**src/rtl/fifo_pkg.sv**
```systemverilog
// Shared definitions for the nibble FIFO packers.
// - NIB_W    : nibble width
// - pk_state_e : packer FSM states
// - slot_lsb : maps an accumulator slot index to its bit offset
package fifo_pkg;
  localparam int NIB_W = 4;

  typedef enum logic [1:0] {
    FILL  = 2'd0,
    FULL  = 2'd1,
    DRAIN = 2'd2
  } pk_state_e;

  // Slot 0 is the first nibble of a word; msb_first puts it at the top.
  function automatic int unsigned slot_lsb(input int unsigned slot,
                                           input int unsigned nibbles,
                                           input bit          msb_first);
    return msb_first ? NIB_W * (nibbles - 1 - slot) : NIB_W * slot;
  endfunction
endpackage

```
**src/rtl/fifo_nibble_packer_if.sv**
```systemverilog
// Bundle between the nibble packer, the upstream FIFO read port and the
// downstream word sink.
// master : packer side (drives fifo_rd_en and the word port)
// slave  : environment side (FIFO flags/data, flush, word_ready)
interface fifo_nibble_packer_if
  import fifo_pkg::*;
#(
  parameter int NIBBLES = 4
);
  localparam int W = NIB_W * NIBBLES;

  logic             fifo_empty;
  logic [NIB_W-1:0] fifo_rd;
  logic             fifo_rd_en;
  logic             flush;
  logic [W-1:0]     word_out;
  logic             word_valid;
  logic             word_ready;
  logic             word_partial;
  logic [3:0]       word_nibs;
  logic [15:0]      words_sent;

  modport master (
    input  fifo_empty, fifo_rd, flush, word_ready,
    output fifo_rd_en, word_out, word_valid, word_partial, word_nibs, words_sent
  );

  modport slave (
    output fifo_empty, fifo_rd, flush, word_ready,
    input  fifo_rd_en, word_out, word_valid, word_partial, word_nibs, words_sent
  );
endinterface

```
**src/rtl/fifo_nibble_packer.sv**
```systemverilog
// Read-side consumer for the 8x4 async FIFO: pulls nibbles, packs NIBBLES of
// them into a word and offers it on a valid/ready port. A flush emits any
// partial word zero-padded.
// Ports:
//   clk_rd : read-domain clock
//   reset  : asynchronous active-low reset
//   bus    : fifo_nibble_packer_if.master (FIFO read port, flush, word port)
module fifo_nibble_packer
  import fifo_pkg::*;
#(
  parameter int NIBBLES   = 4,
  parameter bit MSB_FIRST = 1'b1
) (
  input logic                  clk_rd,
  input logic                  reset,
  fifo_nibble_packer_if.master bus
);
  localparam int W = NIB_W * NIBBLES;

  pk_state_e    state_q, state_d;
  logic [3:0]   cnt_q, cnt_d;
  logic         inflight_q, inflight_d;
  logic [W-1:0] acc_q, acc_d;
  logic [W-1:0] word_out_q, word_out_d;
  logic         word_valid_q, word_valid_d;
  logic         word_partial_q, word_partial_d;
  logic [3:0]   word_nibs_q, word_nibs_d;
  logic [15:0]  words_sent_q, words_sent_d;
  logic         rd_en, out_free, load;

  // cnt + inflight bound keeps the accumulator from overflowing; flush wins
  // over a read in the same cycle. word_ready is deliberately not used here.
  assign rd_en = reset && !bus.fifo_empty && (state_q == FILL) && !bus.flush &&
                 ((32'(cnt_q) + 32'(inflight_q)) < 32'(NIBBLES));

  assign out_free = !word_valid_q || bus.word_ready;

  always_comb begin
    state_d        = state_q;
    cnt_d          = cnt_q;
    acc_d          = acc_q;
    inflight_d     = rd_en;
    word_out_d     = word_out_q;
    word_valid_d   = word_valid_q;
    word_partial_d = word_partial_q;
    word_nibs_d    = word_nibs_q;
    load           = 1'b0;

    // Data of an accepted read arrives one cycle later, in any state.
    if (inflight_q) begin
      acc_d[slot_lsb(32'(cnt_q), NIBBLES, MSB_FIRST) +: NIB_W] = bus.fifo_rd;
      cnt_d = cnt_q + 4'd1;
    end

    unique case (state_q)
      // Looking at cnt_d lets FULL start the cycle after the last capture.
      FILL: begin
        if (32'(cnt_d) == NIBBLES) state_d = FULL;
        else if (bus.flush)        state_d = DRAIN;
      end
      FULL: begin
        if (out_free) load = 1'b1;
      end
      DRAIN: begin
        if (!inflight_q) begin
          if (cnt_q == 4'd0) state_d = FILL;
          else if (out_free) load = 1'b1;
        end
      end
      default: state_d = FILL;
    endcase

    // Unfilled slots are already zero because acc is cleared on every load.
    if (load) begin
      word_out_d     = acc_q;
      word_valid_d   = 1'b1;
      word_partial_d = (32'(cnt_q) != NIBBLES);
      word_nibs_d    = cnt_q;
      acc_d          = '0;
      cnt_d          = 4'd0;
      state_d        = FILL;
    end else if (bus.word_ready) begin
      word_valid_d = 1'b0;
    end

    words_sent_d = words_sent_q + 16'(word_valid_q && bus.word_ready);
  end

  always_ff @(posedge clk_rd or negedge reset) begin
    if (!reset) begin
      state_q        <= FILL;
      cnt_q          <= '0;
      inflight_q     <= 1'b0;
      acc_q          <= '0;
      word_out_q     <= '0;
      word_valid_q   <= 1'b0;
      word_partial_q <= 1'b0;
      word_nibs_q    <= '0;
      words_sent_q   <= '0;
    end else begin
      state_q        <= state_d;
      cnt_q          <= cnt_d;
      inflight_q     <= inflight_d;
      acc_q          <= acc_d;
      word_out_q     <= word_out_d;
      word_valid_q   <= word_valid_d;
      word_partial_q <= word_partial_d;
      word_nibs_q    <= word_nibs_d;
      words_sent_q   <= words_sent_d;
    end
  end

  assign bus.fifo_rd_en   = rd_en;
  assign bus.word_out     = word_out_q;
  assign bus.word_valid   = word_valid_q;
  assign bus.word_partial = word_partial_q;
  assign bus.word_nibs    = word_nibs_q;
  assign bus.words_sent   = words_sent_q;
endmodule

```
**src/flat_wrapper.sv**
```systemverilog
// flat-port wrapper written by rule: the top's interface ports become plain ports
module fifo_nibble_packer_flat import fifo_pkg::*;
#(
  parameter int NIBBLES   = 4,
  parameter bit MSB_FIRST = 1'b1
)
  (clk_rd, reset, bus_fifo_empty, bus_fifo_rd, bus_flush, bus_word_ready, bus_fifo_rd_en, bus_word_out, bus_word_valid, bus_word_partial, bus_word_nibs, bus_words_sent);
  fifo_nibble_packer_if #(.NIBBLES(NIBBLES)) bus_i ();
  input logic clk_rd;
  input logic reset;
  input wire logic [$bits(bus_i.fifo_empty)-1:0] bus_fifo_empty;
  input wire logic [$bits(bus_i.fifo_rd)-1:0] bus_fifo_rd;
  input wire logic [$bits(bus_i.flush)-1:0] bus_flush;
  input wire logic [$bits(bus_i.word_ready)-1:0] bus_word_ready;
  output wire logic [$bits(bus_i.fifo_rd_en)-1:0] bus_fifo_rd_en;
  output wire logic [$bits(bus_i.word_out)-1:0] bus_word_out;
  output wire logic [$bits(bus_i.word_valid)-1:0] bus_word_valid;
  output wire logic [$bits(bus_i.word_partial)-1:0] bus_word_partial;
  output wire logic [$bits(bus_i.word_nibs)-1:0] bus_word_nibs;
  output wire logic [$bits(bus_i.words_sent)-1:0] bus_words_sent;
  assign bus_i.fifo_empty = bus_fifo_empty;
  assign bus_i.fifo_rd = bus_fifo_rd;
  assign bus_i.flush = bus_flush;
  assign bus_i.word_ready = bus_word_ready;
  assign bus_fifo_rd_en = bus_i.fifo_rd_en;
  assign bus_word_out = bus_i.word_out;
  assign bus_word_valid = bus_i.word_valid;
  assign bus_word_partial = bus_i.word_partial;
  assign bus_word_nibs = bus_i.word_nibs;
  assign bus_words_sent = bus_i.words_sent;
  fifo_nibble_packer #(.NIBBLES(NIBBLES), .MSB_FIRST(MSB_FIRST)) u_core (.clk_rd(clk_rd), .reset(reset), .bus(bus_i));
endmodule
```
**config.mk**
```make
export PLATFORM = sky130hd
export DESIGN_NAME = fifo_nibble_packer_flat
export DESIGN_NICKNAME = d
export VERILOG_FILES = /design/src/rtl/fifo_pkg.sv /design/src/rtl/fifo_nibble_packer_if.sv /design/src/rtl/fifo_nibble_packer.sv /design/src/flat_wrapper.sv
export SDC_FILE = /design/constraint.sdc
export NUM_CORES = 1
export LEC_CHECK = 0
export ABC_CLOCK_PERIOD_IN_PS = 7450
export CAP_MARGIN = 20
export CORE_ASPECT_RATIO = 0.5
export CORE_MARGIN = 1.5
export CORE_UTILIZATION = 39
export CTS_CLUSTER_SIZE = 28
export DETAILED_ROUTE_END_ITERATION = 16
export GPL_TIMING_DRIVEN = 0
export PLACE_DENSITY_LB_ADDON = 0.12
export SLEW_MARGIN = 20
export SYNTH_ARGS = -nofsm -noshare
export SYNTH_HDL_FRONTEND = slang
export SYNTH_SLANG_ARGS = --single-unit
```
**constraint.sdc**
```tcl
create_clock -name clk_rd -period 7.45 [get_ports clk_rd]
set_input_delay 1.8625 -clock clk_rd [delete_from_list [all_inputs] [get_ports clk_rd]]
set_output_delay 1.8625 -clock clk_rd [all_outputs]
set_load 0.005 [all_outputs]
```
; ---- Word level (Yosys, flattened, before mapping)
; Index checks and enable logic that the tools add are counted.
[word_totals]
latch_bits = 0
wordCells = 56
ram_bits = 0
romBits = 0
n_memories = 0
reg_bits = 61
output_inout_bits = 39
input_bits = 9
[op_classes]
n_eq_ne = 8
magnitude_cmp = 1
addsub = 5
mux = 17
reduce_logical = 14
bitwise = 0
shift = 2
div = 0
mul = 0
[ops]
columns = op, count
row1 = $neg 32->34, 1
row2 = $shift 4x34->16 const A, 1
row3 = $shiftx 4x34->16, 1
row4 = $lt 32x3->1 const B, 1
row5 = $mux 16, 2
row6 = $add 16x1->16, 1
row7 = $bwmux 16, 1
row8 = $mux 2, 5
row9 = $mux 4, 2
row10 = $ne 4x3->1 const B, 2
row11 = $pmux 2 s3, 1
row12 = $add 4x1->5, 1
row13 = $logic_and 1x1->1, 5
row14 = $mux 1, 5
row15 = $sub 2x4->5 const A, 1
row16 = $add 4x1->4 const B, 1
row17 = $eq 4x3->1 const B, 1
row18 = $logic_not 4->1, 1
row19 = $reduce_and 4->1, 1
row20 = $reduce_bool 2->1, 2
row21 = $logic_not 1->1, 3
row22 = $ne 3x1->1 const B, 1
row23 = $ne 3x3->1 const B, 1
row24 = $eq 2x1->1 const B, 1
row25 = 5 further kinds, 5

; ---- Logic depth before layout (Yosys ltp)
[logic_depth]
ltp_word = 8
ltp_mapped = 11
mapped_depth_nobuf = 9

; ---- Least setup slack after synthesis
; No wires, ideal clock.
[synth_timing]
path_type = input-to-output
start = input port bus_flush
end = output port bus_fifo_rd_en
t_required_ns = 5.588
t_arrival_ns = 2.294
stages = 2
slack_ns = 3.293
cell_sequence = nor4b_1 o21a_1
[synth_via]
elab_chain_len = 3
[synth_lines]
columns = item, line
row1 = "start, declared", flat_wrapper.sv:13  ; input wire logic [$bits(bus_i.flush)-1:0] bus_flush;
row2 = $logic_not 1->1, fifo_nibble_packer.sv:33  ; assign rd_en = reset && !bus.fifo_empty && (state_q == FILL) && !bus.flush &&
row3 = $logic_and 1x1->1 (2 in a row), fifo_nibble_packer.sv:33
row4 = "end, declared", flat_wrapper.sv:15  ; output wire logic [$bits(bus_i.fifo_rd_en)-1:0] bus_fifo_rd_en;
; Every way passes these cells.

; ---- Worst setup path after layout
[layout_timing]
start = input port reset
end = output port bus_fifo_rd_en
[layout_via]
elab_chain_len = 4
[layout_lines]
columns = item, line
row1 = "start, declared", flat_wrapper.sv:10  ; input logic reset;
row2 = $logic_and 1x1->1 (4 in a row), fifo_nibble_packer.sv:33
; Every way passes these cells.

==> impl_results.rst <==
.. list-table::
   :header-rows: 1

   * - Metric
     - Value
   * - Status
     - complete, no violations
   * - TritonCTS clock tree
     - yes
   * - Insertion delay to the later sink of the worst-skew pair
     - approximately 0.33 ns
   * - Area added between synthesis and finish
     - 31.0%
   * - Number of remaining DRC errors
     - 0
   * - Fraction of registers with async set/reset
     - 1.00
   * - X dimension of the die
     - 128 µm
   * - Global route total overflow
     - 0
   * - Share of the core filled with cells in the final layout
     - 0.536
   * - Critical Path AT
     - 3.29 ns
   * - Portion of synthesized cell area occupied by the leading cell type
     - 0.500
   * - Clock power frac
     - 0.288
   * - Max transition margin
     - 0.559
   * - Number of vias per cell
     - 5.12
   * - Met3 usage
     - 0.0660
   * - Power Internal
     - 0.00101 W
   * - Unrepaired setup endpoints after global routing
     - false
   * - Commonest cells after routing, fill and taps aside
     - sky130_fd_sc_hd__dfrtp_1, sky130_fd_sc_hd__clkdlybuf4s50_1, sky130_fd_sc_hd__inv_1
   * - Met1 global-route usage
     - 0.235
   * - Data required time at the worst endpoint
     - around 5.6 ns
   * - Number of buffers on the longest clock path
     - 2
   * - Yosys cell types
     - 40
   * - Largest net degree at the start of global routing
     - 52
   * - Power share of the sequential group
     - 0.317
   * - Mean area per synthesized cell
     - 11.3 µm²
   * - Number of placement rows
     - 22
   * - FF/Latch Area
     - 1530 µm²
   * - Synthesized instance count
     - 270
   * - Area of the multi-input gates
     - ~1400 µm²
   * - Mapped Area
     - 3050 µm²
   * - Routed wire length
     - 6.42 mm
   * - Antenna viol nets, final
     - 0
   * - Number of optimization iterations in the first detailed-route pass
     - 4
   * - Count of boundary I/O pins
     - 48
   * - Inserted Clock Buffers
     - 9
   * - Share of post-route cells with drive strength above 1
     - 0.156
   * - Static leakage
     - 1.78 nW
   * - FF+latch count, synth
     - 61
   * - Clock root buffer
     - sky130_fd_sc_hd__clkbuf_16
   * - Layout net count
     - about 360
   * - Syn_nets
     - 297
   * - Hold Violations, Final
     - 0
   * - Setup Total Neg Slack
     - 0 ns
   * - Synthesis warning total
     - 0
   * - Post-synth top flop
     - sky130_fd_sc_hd__dfrtp_1
   * - Max-cap check violation count
     - 0
   * - Post-CTS Repair Setup Buffers
     - 0
   * - Number of instances resized during post-cts repair
     - 0
   * - Cells taking the most area after synthesis
     - sky130_fd_sc_hd__dfrtp_1, sky130_fd_sc_hd__mux2_2, sky130_fd_sc_hd__ha_1
   * - Final period demand of the worst path
     - 5.15 ns
   * - CTS H-Tree Depth
     - 3
   * - Number of synthesized flops with an enable pin
     - 0
   * - Number of antenna diodes
     - 0
   * - 1st-iter DRT viols
     - between 100 and 150
   * - Via count of the first global-routing pass
     - 2,278
   * - Non-filler instance count after layout
     - approximately 440
   * - Final std cell area, no fill
     - 4000 µm²
   * - Switching Fraction
     - 0.341
   * - Peak Freq
     - 0.194 GHz
   * - Class of the most critical hold timing path
     - flop to flop
   * - Busiest layer in global routing
     - met2
   * - Final estimated routing congestion in global placement
     - 0.816
   * - Power per Cell Area
     - 381 nW/µm²
   * - HPWL after DPL
     - 4.72 mm
   * - Die extent in y
     - ~66 µm
   * - Worst VDD drop
     - 0.153 mV
   * - Switch Pwr
     - 0.000520 W
   * - Initial standard-cell utilization of the core
     - 0.409
   * - Final setup violating endpoints
     - 0
   * - CTS sink cnt
     - 61
   * - Fill cell total of the finished layout
     - 656
   * - Setup clock skew after layout
     - 0.00498 ns
   * - Antenna violations before repair
     - 0
   * - Portion of the post-synthesis area used by sequential elements
     - 0.500
   * - First-pass GRT wire length
     - 11.3 mm
   * - Startpoint Class
     - input pin
   * - CTS clk-pin slew, worst paths
     - 0.05 ns
   * - Routed len/inst
     - 14.5 µm
   * - Worst-path maximum fanout
     - 51
   * - # placed instances
     - ~430
   * - Combinational group share of total power
     - 0.395
   * - Most common cell after layout, fill and taps aside
     - sky130_fd_sc_hd__dfrtp_1
   * - Port bufs
     - 47
   * - Post-route fraction of the period consumed by the critical path
     - 0.692
   * - Number of hold buffers added after CTS
     - 0
   * - Final max-slew violation count
     - 0
   * - Transition time of the tightest slew-check pin
     - around 0.66 ns
   * - Post-placement cell area
     - 3680 µm²
   * - Total routing usage reported by global routing
     - 0.179
   * - Top cell type by total area after synthesis
     - sky130_fd_sc_hd__dfrtp_1
   * - Core box area
     - around 7500 µm²
   * - Critical path endpoint category
     - output port
   * - Die footprint
     - 8400 µm²
   * - Vias
     - 2,263
   * - Classification of the worst setup path
     - input pin to output port
   * - Met2 track demand over resource in global routing
     - 0.273
==> logic make-up (layout without fill, tap and decap cells) <==
logic type	Yosys count	count (layout)	share of synthesized area
flip-flops	61	61	0.500
adder cells (fa/ha/maj)	18	18	0.0738
XOR/XNOR	19	19	0.0545
AO/OA/AOI/OAI	39	39	0.0984
AND/OR/NAND/NOR	74	74	0.140
buffers and inverters	36	100	0.0488
multiplexers	23	23	0.0841
==> critical path, cell delays in order <==
cell and delay [ns]:
sky130_fd_sc_hd__buf_4 0.20, sky130_fd_sc_hd__buf_16 0.27, sky130_fd_sc_hd__nor4b_1 0.26, sky130_fd_sc_hd__o21a_1 0.17, sky130_fd_sc_hd__clkdlybuf4s50_1 0.50
==> worst paths after layout <==
kind / startpoint / endpoint / slack, ns / depth (start not counted)
max: reset / bus_fifo_rd_en / 2.30 / 5
min: u_core.bus.words_sent[15] / u_core.bus.words_sent[15] / 0.48 / 1
max reg2reg: u_core.cnt_q[2] / u_core.acc_q[6] / 4.04 / 10
min reg2reg: u_core.bus.words_sent[15] / u_core.bus.words_sent[15] / 0.48 / 1
max in group asynchronous: reset / u_core.cnt_q[1] / 5.59 / 2
min in group asynchronous: reset / u_core.bus.words_sent[3] / 1.37 / 1
==> sequential cells by signal, summed over array words and instances, names as in the netlist <==
name / cells
u_core.bus.word_out: 16
u_core.bus.word_partial: 1
u_core.inflight_q: 1
u_core.acc_q: 16
u_core.bus.word_valid: 1
u_core.cnt_q: 4
u_core.bus.words_sent: 16
u_core.state_q: 2
u_core.bus.word_nibs: 4
==> cell usage after synthesis, drive strengths merged, types with 4 or more instances <==
| cell type | count |
|---|---|
| ha | 18 |
| clkbuf | 4 |
| nand2 | 15 |
| nor2 | 11 |
| dfrtp | 61 |
| nand4 | 15 |
| inv | 26 |
| a21oi | 9 |
| o22ai | 8 |
| mux2 | 21 |
| o31ai | 8 |
| xor2 | 8 |
| or4 | 5 |
| nor3 | 4 |
| xnor2 | 11 |
| nand3 | 7 |
| buf | 6 |
==> cell type report <==
| class | instances | area share |
|---|---|---|
| sequential | 61 | 0.382 |
| tap | 108 | 0.0338 |
| inverter | 26 | 0.0244 |
| buffer | 10 | 0.0128 |
| clock buffer | 10 | 0.0573 |
| multi-input combinational | 173 | 0.344 |
| timing repair buffer | 48 | 0.124 |
| clock inverter | 6 | 0.0219 |
==> metal layers <==
metal / vias up / wire [µm] / share of wire
li1: 1092 / - / -
met1: 1111 / 3080 / 0.48
met2: 51 / 2930 / 0.46
met3: 9 / 332 / 0.052
met4: 0 / 85 / 0.013
met5: - / 0 / 0
==> power by group through the flow <==
stage	clock network (W)	registers, W	logic [W]
3_5_place_dp	0	0.000490	0.000605
5_1_grt	0.000469	0.000499	0.000674
2_1_floorplan	0	0.000479	0.000400
6_report	0.000440	0.000483	0.000603
3_3_place_gp	0	0.000486	0.000589
4_1_cts	0.000452	0.000484	0.000608
==> through the flow <==
stage / total power (W) / hold WS [ns] / setup WS (ns)
finish: 0.00153 / 0.481 / 2.30
global route: 0.00164 / 0.513 / 2.12
CTS: 0.00154 / 0.490 / 2.25
detailed placement: 0.00109 / 0.475 / 2.26
global placement: 0.00108 / 0.463 / 0.219
floorplan: 0.000878 / 0.468 / 3.29
No activity file was read; power rests on OpenSTA's default activity.
